<file path="config.mk">
export PLATFORM = sky130hd
export DESIGN_NAME = alu_issue_unit
export DESIGN_NICKNAME = d
export VERILOG_FILES = /design/src/rtl/alu_issue_unit.sv
export SDC_FILE = /design/constraint.sdc
export NUM_CORES = 1
export LEC_CHECK = 0
export CORE_AREA = 2 2 71 73
export CTS_BUF_LIST = sky130_fd_sc_hd__clkbuf_4 sky130_fd_sc_hd__clkbuf_8
export CTS_CLUSTER_DIAMETER = 40
export DETAILED_ROUTE_END_ITERATION = 12
export DIE_AREA = 0 0 73 75
export PLACE_DENSITY = 0.74
export SLEW_MARGIN = 10
export SYNTH_ARGS = -nofsm -noshare
export SYNTH_HDL_FRONTEND = slang
export SYNTH_SLANG_ARGS = --single-unit
</file>
<file path="constraint.sdc">
create_clock -name clk -period 1.85 [get_ports clk]
set_input_delay 0.37 -clock clk [delete_from_list [all_inputs] [get_ports clk]]
set_output_delay 0.37 -clock clk [all_outputs]
set_load 0.1 [all_outputs]
</file>
<file path="src/rtl/alu_issue_unit.sv">
// alu_issue_unit
// Issues one instruction at a time to an external 4-bit ALU. Operands come
// from a 4 x 4-bit register file, or from an immediate for the B operand.
// The ALU inputs are held for SETTLE_CYCLES so its ripple logic can settle.
// The ALU result is then captured, written back to the register file and
// offered on a valid/ready result port.
//
// state | meaning
// IDLE  | ready for an instruction; operands are sampled on accept
// EXEC  | ALU inputs held, settle counter running
// RESP  | result presented, waiting for res_ready
module alu_issue_unit #(
    parameter int SETTLE_CYCLES = 2  // legal range 1..15
) (
    input  logic       clk,
    input  logic       reset,
    input  logic       instr_valid,
    output logic       instr_ready,
    input  logic [2:0] instr_op,
    input  logic [1:0] instr_rd,
    input  logic [1:0] instr_ra,
    input  logic [1:0] instr_rb,
    input  logic       instr_imm_en,
    input  logic [3:0] instr_imm,
    output logic [3:0] alu_a,
    output logic [3:0] alu_b,
    output logic [2:0] alu_ctrl,
    input  logic [3:0] alu_s,
    output logic       res_valid,
    input  logic       res_ready,
    output logic [3:0] res_data,
    output logic       res_zero,
    output logic [1:0] res_rd,
    input  logic [1:0] dbg_addr,
    output logic [3:0] dbg_data
);

    typedef enum logic [1:0] {
        IDLE = 2'd0,
        EXEC = 2'd1,
        RESP = 2'd2
    } state_t;

    localparam logic [3:0] SETTLE_LOAD = 4'(SETTLE_CYCLES);
    // Reset value of the control output is the ADD code.
    localparam logic [2:0] CTRL_RESET  = 3'b010;

    state_t     state;
    state_t     state_next;
    logic [3:0] settle_cnt;
    logic [1:0] rd_q;
    logic [3:0] rf [4];

    logic accept;
    logic capture;
    logic res_done;

    assign accept   = instr_valid && (state == IDLE);
    // Capture on the edge where the down-counter would reach zero.
    assign capture  = (state == EXEC) && (settle_cnt == 4'd1);
    assign res_done = (state == RESP) && res_ready;

    // State register.
    always_ff @(posedge clk or posedge reset) begin
        if (reset) begin
            state <= IDLE;
        end else begin
            state <= state_next;
        end
    end

    // Next-state logic.
    always_comb begin
        state_next = state;
        case (state)
            IDLE: begin
                if (accept) begin
                    state_next = EXEC;
                end
            end
            EXEC: begin
                if (capture) begin
                    state_next = RESP;
                end
            end
            RESP: begin
                if (res_done) begin
                    state_next = IDLE;
                end
            end
            default: state_next = IDLE;
        endcase
    end

    // Handshake outputs decoded from state; they are mutually exclusive by construction.
    always_comb begin
        instr_ready = 1'b0;
        res_valid   = 1'b0;
        case (state)
            IDLE:    instr_ready = 1'b1;
            RESP:    res_valid   = 1'b1;
            default: begin
                instr_ready = 1'b0;
                res_valid   = 1'b0;
            end
        endcase
    end

    // ALU operand/control registers, loaded only on accept and held otherwise.
    always_ff @(posedge clk or posedge reset) begin
        if (reset) begin
            alu_a    <= 4'd0;
            alu_b    <= 4'd0;
            alu_ctrl <= CTRL_RESET;
            rd_q     <= 2'd0;
        end else if (accept) begin
            alu_a    <= rf[instr_ra];
            alu_b    <= instr_imm_en ? instr_imm : rf[instr_rb];
            alu_ctrl <= instr_op;
            rd_q     <= instr_rd;
        end
    end

    // Settle timer: loaded on accept, counts down while in EXEC.
    always_ff @(posedge clk or posedge reset) begin
        if (reset) begin
            settle_cnt <= 4'd0;
        end else if (accept) begin
            settle_cnt <= SETTLE_LOAD;
        end else if ((state == EXEC) && !capture) begin
            settle_cnt <= settle_cnt - 4'd1;
        end
    end

    // Result registers, captured once per instruction and held through RESP.
    always_ff @(posedge clk or posedge reset) begin
        if (reset) begin
            res_data <= 4'd0;
            res_zero <= 1'b1;
            res_rd   <= 2'd0;
        end else if (capture) begin
            res_data <= alu_s;
            res_zero <= (alu_s == 4'd0);
            res_rd   <= rd_q;
        end
    end

    // Register file write-back on the capture edge; reset clears every entry.
    always_ff @(posedge clk or posedge reset) begin
        if (reset) begin
            for (int i = 0; i < 4; i++) begin
                rf[i] <= 4'd0;
            end
        end else if (capture) begin
            rf[rd_q] <= alu_s;
        end
    end

    assign dbg_data = rf[dbg_addr];

endmodule

</file>
Word-level counts from Yosys, hierarchy flattened
Cells that the tools add are included.
{"block": "totals", "ff_bits": 42, "in_bits": 24, "out_inout_bits": 24, "elab_cells": 60}
{"block": "classes", "n_addsub": 1, "n_lt_le_gt_ge": 5, "n_eq_ne": 6, "n_mux": 21, "bitwise_logic": 4, "n_reduce_logical": 10}
{"operator": "two-way mux 4 bit", "n": 10}
{"operator": "binary-select mux 4 bit (select 2 bit)", "n": 3}
{"operator": "bitwise mux 16 bit", "n": 1}
{"operator": "greater-or-equal comparator 3 bit (second input constant)", "n": 4}
{"operator": "inverter 2 -> 3 bit", "n": 4}
{"operator": "demux 4 bit (select 2 bit)", "n": 1}
{"operator": "two-way mux 2 bit", "n": 3}
{"operator": "inequality test 2 bit (second input constant)", "n": 3}
{"operator": "case mux 2 bit (3 select lines)", "n": 1}
{"operator": "logical AND 1 bit", "n": 5}
{"operator": "== test 4 x 1 -> 1 bit (second input constant)", "n": 1}
{"operator": "logical NOT 4 bit", "n": 1}
{"operator": "subtractor 4 x 1 -> 4 bit (second input constant)", "n": 1}
{"operator": "less-than comparator 3 x 1 -> 1 bit (second input constant)", "n": 1}
{"operator": "AND reduction 3 bit", "n": 1}
{"operator": "== test 2 x 1 -> 1 bit (second input constant)", "n": 1}
{"operator": "== test 2 bit (second input constant)", "n": 1}
{"operator": "logical NOT 2 bit", "n": 1}
{"operator": "two-way mux 1 bit", "n": 2}
{"operator": "nonzero test 2 bit", "n": 1}
{"operator": "logical NOT 1 bit", "n": 1}

Depth between registers and ports, before layout
Gate-level depths: netlist (run 1).
{"block": "depth", "depth_word": 6, "ltp_mapped": 6, "mapped_depth_nobuf": 5}

Worst setup path before layout (run 1)
Ideal clock, no wire load.
{"block": "synth_timing", "path_kind": "reg-to-output", "start": "reg state[1]", "end": "out instr_ready", "t_arrival_ps": 1684, "t_required_ps": 1480, "setup_slack_ps": -204, "path_stages_with_launch": 2, "n_path_buf": 0, "cell_sequence": "dfrtp_1 > nor2_1"}
{"block": "synth_via", "elab_chain_cells": 2}
{"item": "start, declared", "line_no": "48", "rtl": "state_t state;"}
{"item": "start signal, assigned", "line_no": "68", "rtl": "state <= state_next;"}
{"item": "logical NOT 2 bit", "line_no": "99", "rtl": "case (state)"}
{"item": "two-way mux 1 bit", "line_no": "99"}
{"item": "end, declared", "line_no": "18", "rtl": "output logic instr_ready,"}
No other way between the ends.

Worst setup path after layout (run 1)
{"block": "layout_timing", "start": "reg settle_cnt[1]", "end": "reg rf[15] (netlist bit)"}
{"block": "layout_via", "elab_chain_cells": 2}
{"item": "start, declared", "line_no": "50", "rtl": "logic [3:0] settle_cnt;"}
{"item": "start signal, assigned", "line_no": "131", "rtl": "settle_cnt <= settle_cnt - 4'd1;"}
{"item": "== test 4 x 1 -> 1 bit", "line_no": "60", "rtl": "assign capture = (state == EXEC) && (settle_cnt == 4'd1);"}
{"item": "logical AND 1 bit", "line_no": "60"}
{"item": "end signal, assigned by index", "line_no": "155", "rtl": "rf[rd_q] <= alu_s;"}
{"item": "end, declared", "line_no": "52", "rtl": "logic [3:0] rf [4];"}
No other way between the ends.
A chain may end at the register's enable or synchronous reset.

==> flow_summary.toml, run 1 <==
[cts]
cts_tree = "built"
htreeDepth = 2
ctsHoldBuffers = 0
clk_transition_reported_paths_ns = 0.08
clk_path_buf_depth = 2
clkSinkCount = 42
cts_root_buf = "clkbuf_8"
cts_buffers = 5
clk_latency_ns = 0.30

[floorplan]
fp.dieH_um = 75
initial_core_util_pct = 43.49
std_cell_rows = 25
ios = 48
core_mm2 = 0.004661
die_w_um = 73
fp.dieArea_mm2 = 0.005475

[layout]
fin_util_pct = 65.93
drive_above_1_share_pct = 42.92
seqCellArea_mm2 = 0.001056
fill_cells = 346
most-common-layout-cells = "dfrtp_1 (38), nand2_1 (32), buf_12 (25)"
area_delta_synth_final_pct = 51.61
finalInstanceArea_mm2 = 0.003073
multi_input_area_um2 = 955.9
num_antenna_cells = 0
layout_commonest_cell = "dfrtp_1"
nets = 251

[synthesis]
ys.flop_type = "dfrtp_1"
synth.avg_cell_area_um2 = 12.99
netlist_area_mm2 = 0.002027
synth_nets = 182
syn_inst = 156
synth_cell_types = 28
netlist.area_leader.share_pct = 49.38
synth_edf_count = 0
netlist_top_cells_area = "dfrtp_1 (49%), mux4_2 (13%), mux2_2 (10%), nand2_1 (5.9%), mux2_4 (3.0%)"
ys_seq_elements = 42
yosysWarnings = 0
yosys.area.top_type = "dfrtp_1"
synthArstFlopShare_pct = 100.0
yosysSeqAreaShare_pct = 51.98

[route]
finalWirelength_um = 4781
firstDrtPassIters = 4
vias = 1512
postRouteAntennaNets = 0
drtIter0Drc = 84
drc = 0
vias_per_cell = 5.400
routedWlPerCell_um = 17.08

[grt]
grt_use_total_pct = 19.17
grt_max_degree = 43
antenna_found_initial = 0
grt_pass1_vias = 1470
overflow = 0
grt_pass1_wl_um = 7617

[setup_path]
end_kind = "register"
rrSetupSlack_ns = -0.04
path_delay_family = "simple AND/OR/NAND/NOR gates"
critPathLaunchType = "register"
slowest_stage = "or4_4"
crit_chain = "inv_2, ha_4, or3b_4, or4_4, mux2_4"
critPathMaxStageDelay_ns = 0.47
cp.arrival_ns = 2.07
reg2reg_depth = 5
crit_fanout = 4
crit_required_ns = 2.03
critical_path_buf_inv_count = 1
critPathKind = "register to register"
worstReg2RegStart = "settle_cnt[1]"
worst_r2r_endpoint = "rf[15]"

[timing]
slew_headroom_pct = 73.53
setup_viol = 4
final-hold-violation-count = 0
period_needed_ns = 1.887
clock_skew_ns = 0.007334
period_share_pct = 102.0
fmax_ghz = 0.5299
worst_pin_slew_ns = 0.3962
final.setup.worst_slack_ns = -0.03706
grt_setup_unrepaired = "true"
drv_slew = 0

[run]
drv_cap = 0

[placement]
hpwlAfterDp_um = 3349
io_buffers = 47
place_congestion = 0.8687
dpl_cell_area_mm2 = 0.002903
dp_slack_ns = -0.2648

[hold_path]
hp-class = "input pin to asynchronous set/reset pin"

[status]
status = "complete, but fails checks"
violations = "setup timing"
flip-flops by register name, summed over array words and instances (netlist names):
name        cells
rf             16
alu_a           4
alu_b           4
res_data        4
settle_cnt      4
alu_ctrl        3
rd_q            2
res_rd          2
state           2
res_zero        1
worst register-to-register path, delay by kind of cell (launching register included):
family,cells,cell delay (ns)
buffers and inverters,1,0.08
DFF,1,0.40
muxes,1,0.32
and+or+nand+nor,2,0.84
adders and majority gates,1,0.12
repair_timing:
action,CTS,global route
gates resized for setup,6,3
setup buffers,3,2
endpoints found under the setup margin,12,11
pin swaps,2,1
metrics by stage:
stage	TNS [ns]	hold slack, ns	std cells
2_1_floorplan	-0.2751	0.4532	156
3_3_place_gp	-0.8608	0.4690	267
3_5_place_dp	-1.095	0.4781	267
4_1_cts	-0.3237	0.4380	278
5_1_grt	-0.5162	0.4542	280
6_report	-0.1098	0.4285	280
synthesized netlist by cell type (all sizes together), types with 3 or more instances:
cell and n:
dfrtp 40, nand2 32, inv 4, mux2 22, nor2 5, mux2i 5, mux4 12, clkbuf 3
o21ai 5, a21oi 5
cells by family (layout without fill, tap and decap cells):
| logic type | after synthesis | count (layout) | share of synthesized area (%) |
|---|---|---|---|
| buffers and inverters | 8 | 78 | 1.852 |
| and+or+nand+nor | 52 | 52 | 12.59 |
| AOI/OAI and AO/OA | 13 | 13 | 3.580 |
| adders and majority gates | 2 | 2 | 1.234 |
| DFF | 42 | 42 | 51.98 |
| muxes | 39 | 39 | 28.77 |
area by class of cell:
cell class | count | area share (%)
Multi-Input combinational cell | 106 | 31.11
Tap cell | 54 | 2.199
Clock inverter | 2 | 1.221
Sequential cell | 42 | 34.36
Clock buffer | 6 | 2.484
Inverter | 4 | 0.4886
Timing Repair Buffer | 66 | 28.14
how the worst max path moves through the flow:
| stage | startpoint | end | slack [ns] | cells after the start |
|---|---|---|---|---|
| global route | settle_cnt[1] | rf[15] | -0.09 | 5 |
| detailed placement | dbg_addr[1] | dbg_data[1] | -0.26 | 3 |
| global placement | dbg_addr[1] | dbg_data[1] | -0.22 | 3 |
| finish | settle_cnt[1] | rf[15] | -0.04 | 5 |
| CTS | settle_cnt[1] | rf[15] | -0.09 | 5 |
| floorplan | settle_cnt[1] | rf[12] | -0.07 | 6 |
per-layer routing:
layer | part of all wire (%) | track usage (%) | routed length [um] | vias up
met4 | 2.2 | 8.230 | 107 | 0
met5 | 0 | 0 | 0 | -
met2 | 48 | 28.73 | 2289 | 58
met1 | 44 | 26.48 | 2106 | 736
li1 | - | - | - | 706
met3 | 5.8 | 5.221 | 277 | 12
Power of run 1 is left out: the tool's default activity adds up to more than one toggle a clock period on the data nets, which glitch-free logic cannot reach.
==> run 2: changes to the inputs <==
CORE_AREA = 2 2 80 82   (was 2 2 71 73)
DIE_AREA = 0 0 82 84   (was 0 0 73 75)
PLACE_DENSITY = not set   (was 0.74)
==> flow_summary.toml, run 2 (synthesis gave the netlist of run 1 again) <==
[cts]
ctsHoldBuffers = 0
htreeDepth = 2
clk_latency_ns = 0.29
clk_path_buf_depth = 2
cts_root_buf = "clkbuf_8"
clk_transition_reported_paths_ns = 0.08
cts_buffers = 5
clkSinkCount = 42
cts_tree = "built"

[placement]
hpwlAfterDp_um = 3573
dpl.cell_count = 296
io_buffers = 47
place_congestion = 0.8607
dp_slack_ns = -0.2510

[floorplan]
fp.dieH_um = 84
core_mm2 = 0.006096
ios = 48
std_cell_rows = 29
initial_core_util_pct = 33.25
die_w_um = 82
fp.dieArea_mm2 = 0.006888

[layout]
largest-register = "rf"
drive_above_1_share_pct = 42.36
layout.cells.non_filler = 306
seqCellArea_mm2 = 0.001054
num_antenna_cells = 0
nets = 254
fill_cells = 541
most-common-layout-cells = "dfrtp_1 (40), nand2_1 (32), buf_12 (25)"
area_delta_synth_final_pct = 54.14
largest_reg_flops = 16
layout_commonest_cell = "dfrtp_1"
multi_input_area_um2 = 950.9

[timing]
clock_skew_ns = 0.007084
fmax_ghz = 0.5310
drv_slew = 0
holdWs_ns = 0.4381
period_needed_ns = 1.883
setup_viol = 4
period_share_pct = 101.8
grt_setup_unrepaired = "true"
worst_pin_slew_ns = 0.4324
final.setup.worst_slack_ns = -0.03310
final-hold-violation-count = 0
slew_headroom_pct = 71.11
setup_tns_ns = -0.1177

[setup_path]
crit_required_ns = 2.03
reg2reg_depth = 5
crit_fanout = 4
critPathLaunchType = "register"
cp.arrival_ns = 2.06
worst_r2r_endpoint = "rf[14]"
critPathKind = "register to register"
end_kind = "register"
setup.worst_path.start = "settle_cnt[1]"
rrSetupSlack_ns = -0.03
worstReg2RegStart = "settle_cnt[1]"

[grt]
grt_pass1_wl_um = 7969
antenna_found_initial = 0
grt_max_degree = 43
grt_pass1_vias = 1550
grt_use_total_pct = 15.44
overflow = 0

[run]
drv_cap = 0

[route]
drtIter0Drc = 100
routedWlPerCell_um = 15.35
postRouteAntennaNets = 0
vias_per_cell = 4.938
finalWirelength_um = 4697
drc = 0
vias = 1511
firstDrtPassIters = 4

[status]
violations = "setup timing"
status = "complete, but fails checks"

[hold_path]
hp-class = "input pin to asynchronous set/reset pin"
## run 2: layer usage
metal  vias to the layer above  wire (um)  track usage [%]  part of all wire, %
li1                        710          -                -                    -
met1                       761       2058            21.12                   44
met2                        38       2372            23.80                   51
met3                         2        244            4.654                  5.2
met4                         0         22            4.091                 0.47
met5                         -          0                0                    0
## run 2: worst max-delay path: stages, from the launching register on
cell	delay, ns
dfrtp_1	0.40
inv_2	0.08
ha_4	0.12
or3b_4	0.38
or4_4	0.48
mux2_4	0.31
## run 2: final cells by class
| class | count | area share, % |
|---|---|---|
| multi-input combinational | 106 | 30.44 |
| inverter | 4 | 0.4806 |
| clock buffer | 7 | 2.883 |
| tap | 77 | 3.084 |
| sequential | 42 | 33.72 |
| timing repair buffer | 69 | 28.43 |
| clock inverter | 1 | 0.9612 |
## run 2: metrics by stage
stage | cell area, um^2 | util (%)
finish | 3124 | 51.25
global route | 3124 | 51.25
CTS | 3107 | 50.96
detailed placement | 2977 | 48.83
global placement | 2977 | 48.83
floorplan | 2029 | -
## run 2: how the worst max path moves through the flow
stage	to	slack [ns]	cells past startpoint
after floorplan	rf[12]	-0.07	6
after global placement	dbg_data[1]	-0.25	3
after detailed placement	dbg_data[2]	-0.25	3
after CTS	rf[14]	-0.03	5
after global routing	rf[14]	-0.07	5
final	rf[14]	-0.03	5
## run 2: what timing repair did
action | CTS | global route
buffers inserted | 0 | 2
resized for setup | 5 | 2
setup endpoints to repair | 8 | 12
Power of run 2 is left out for the same reason.
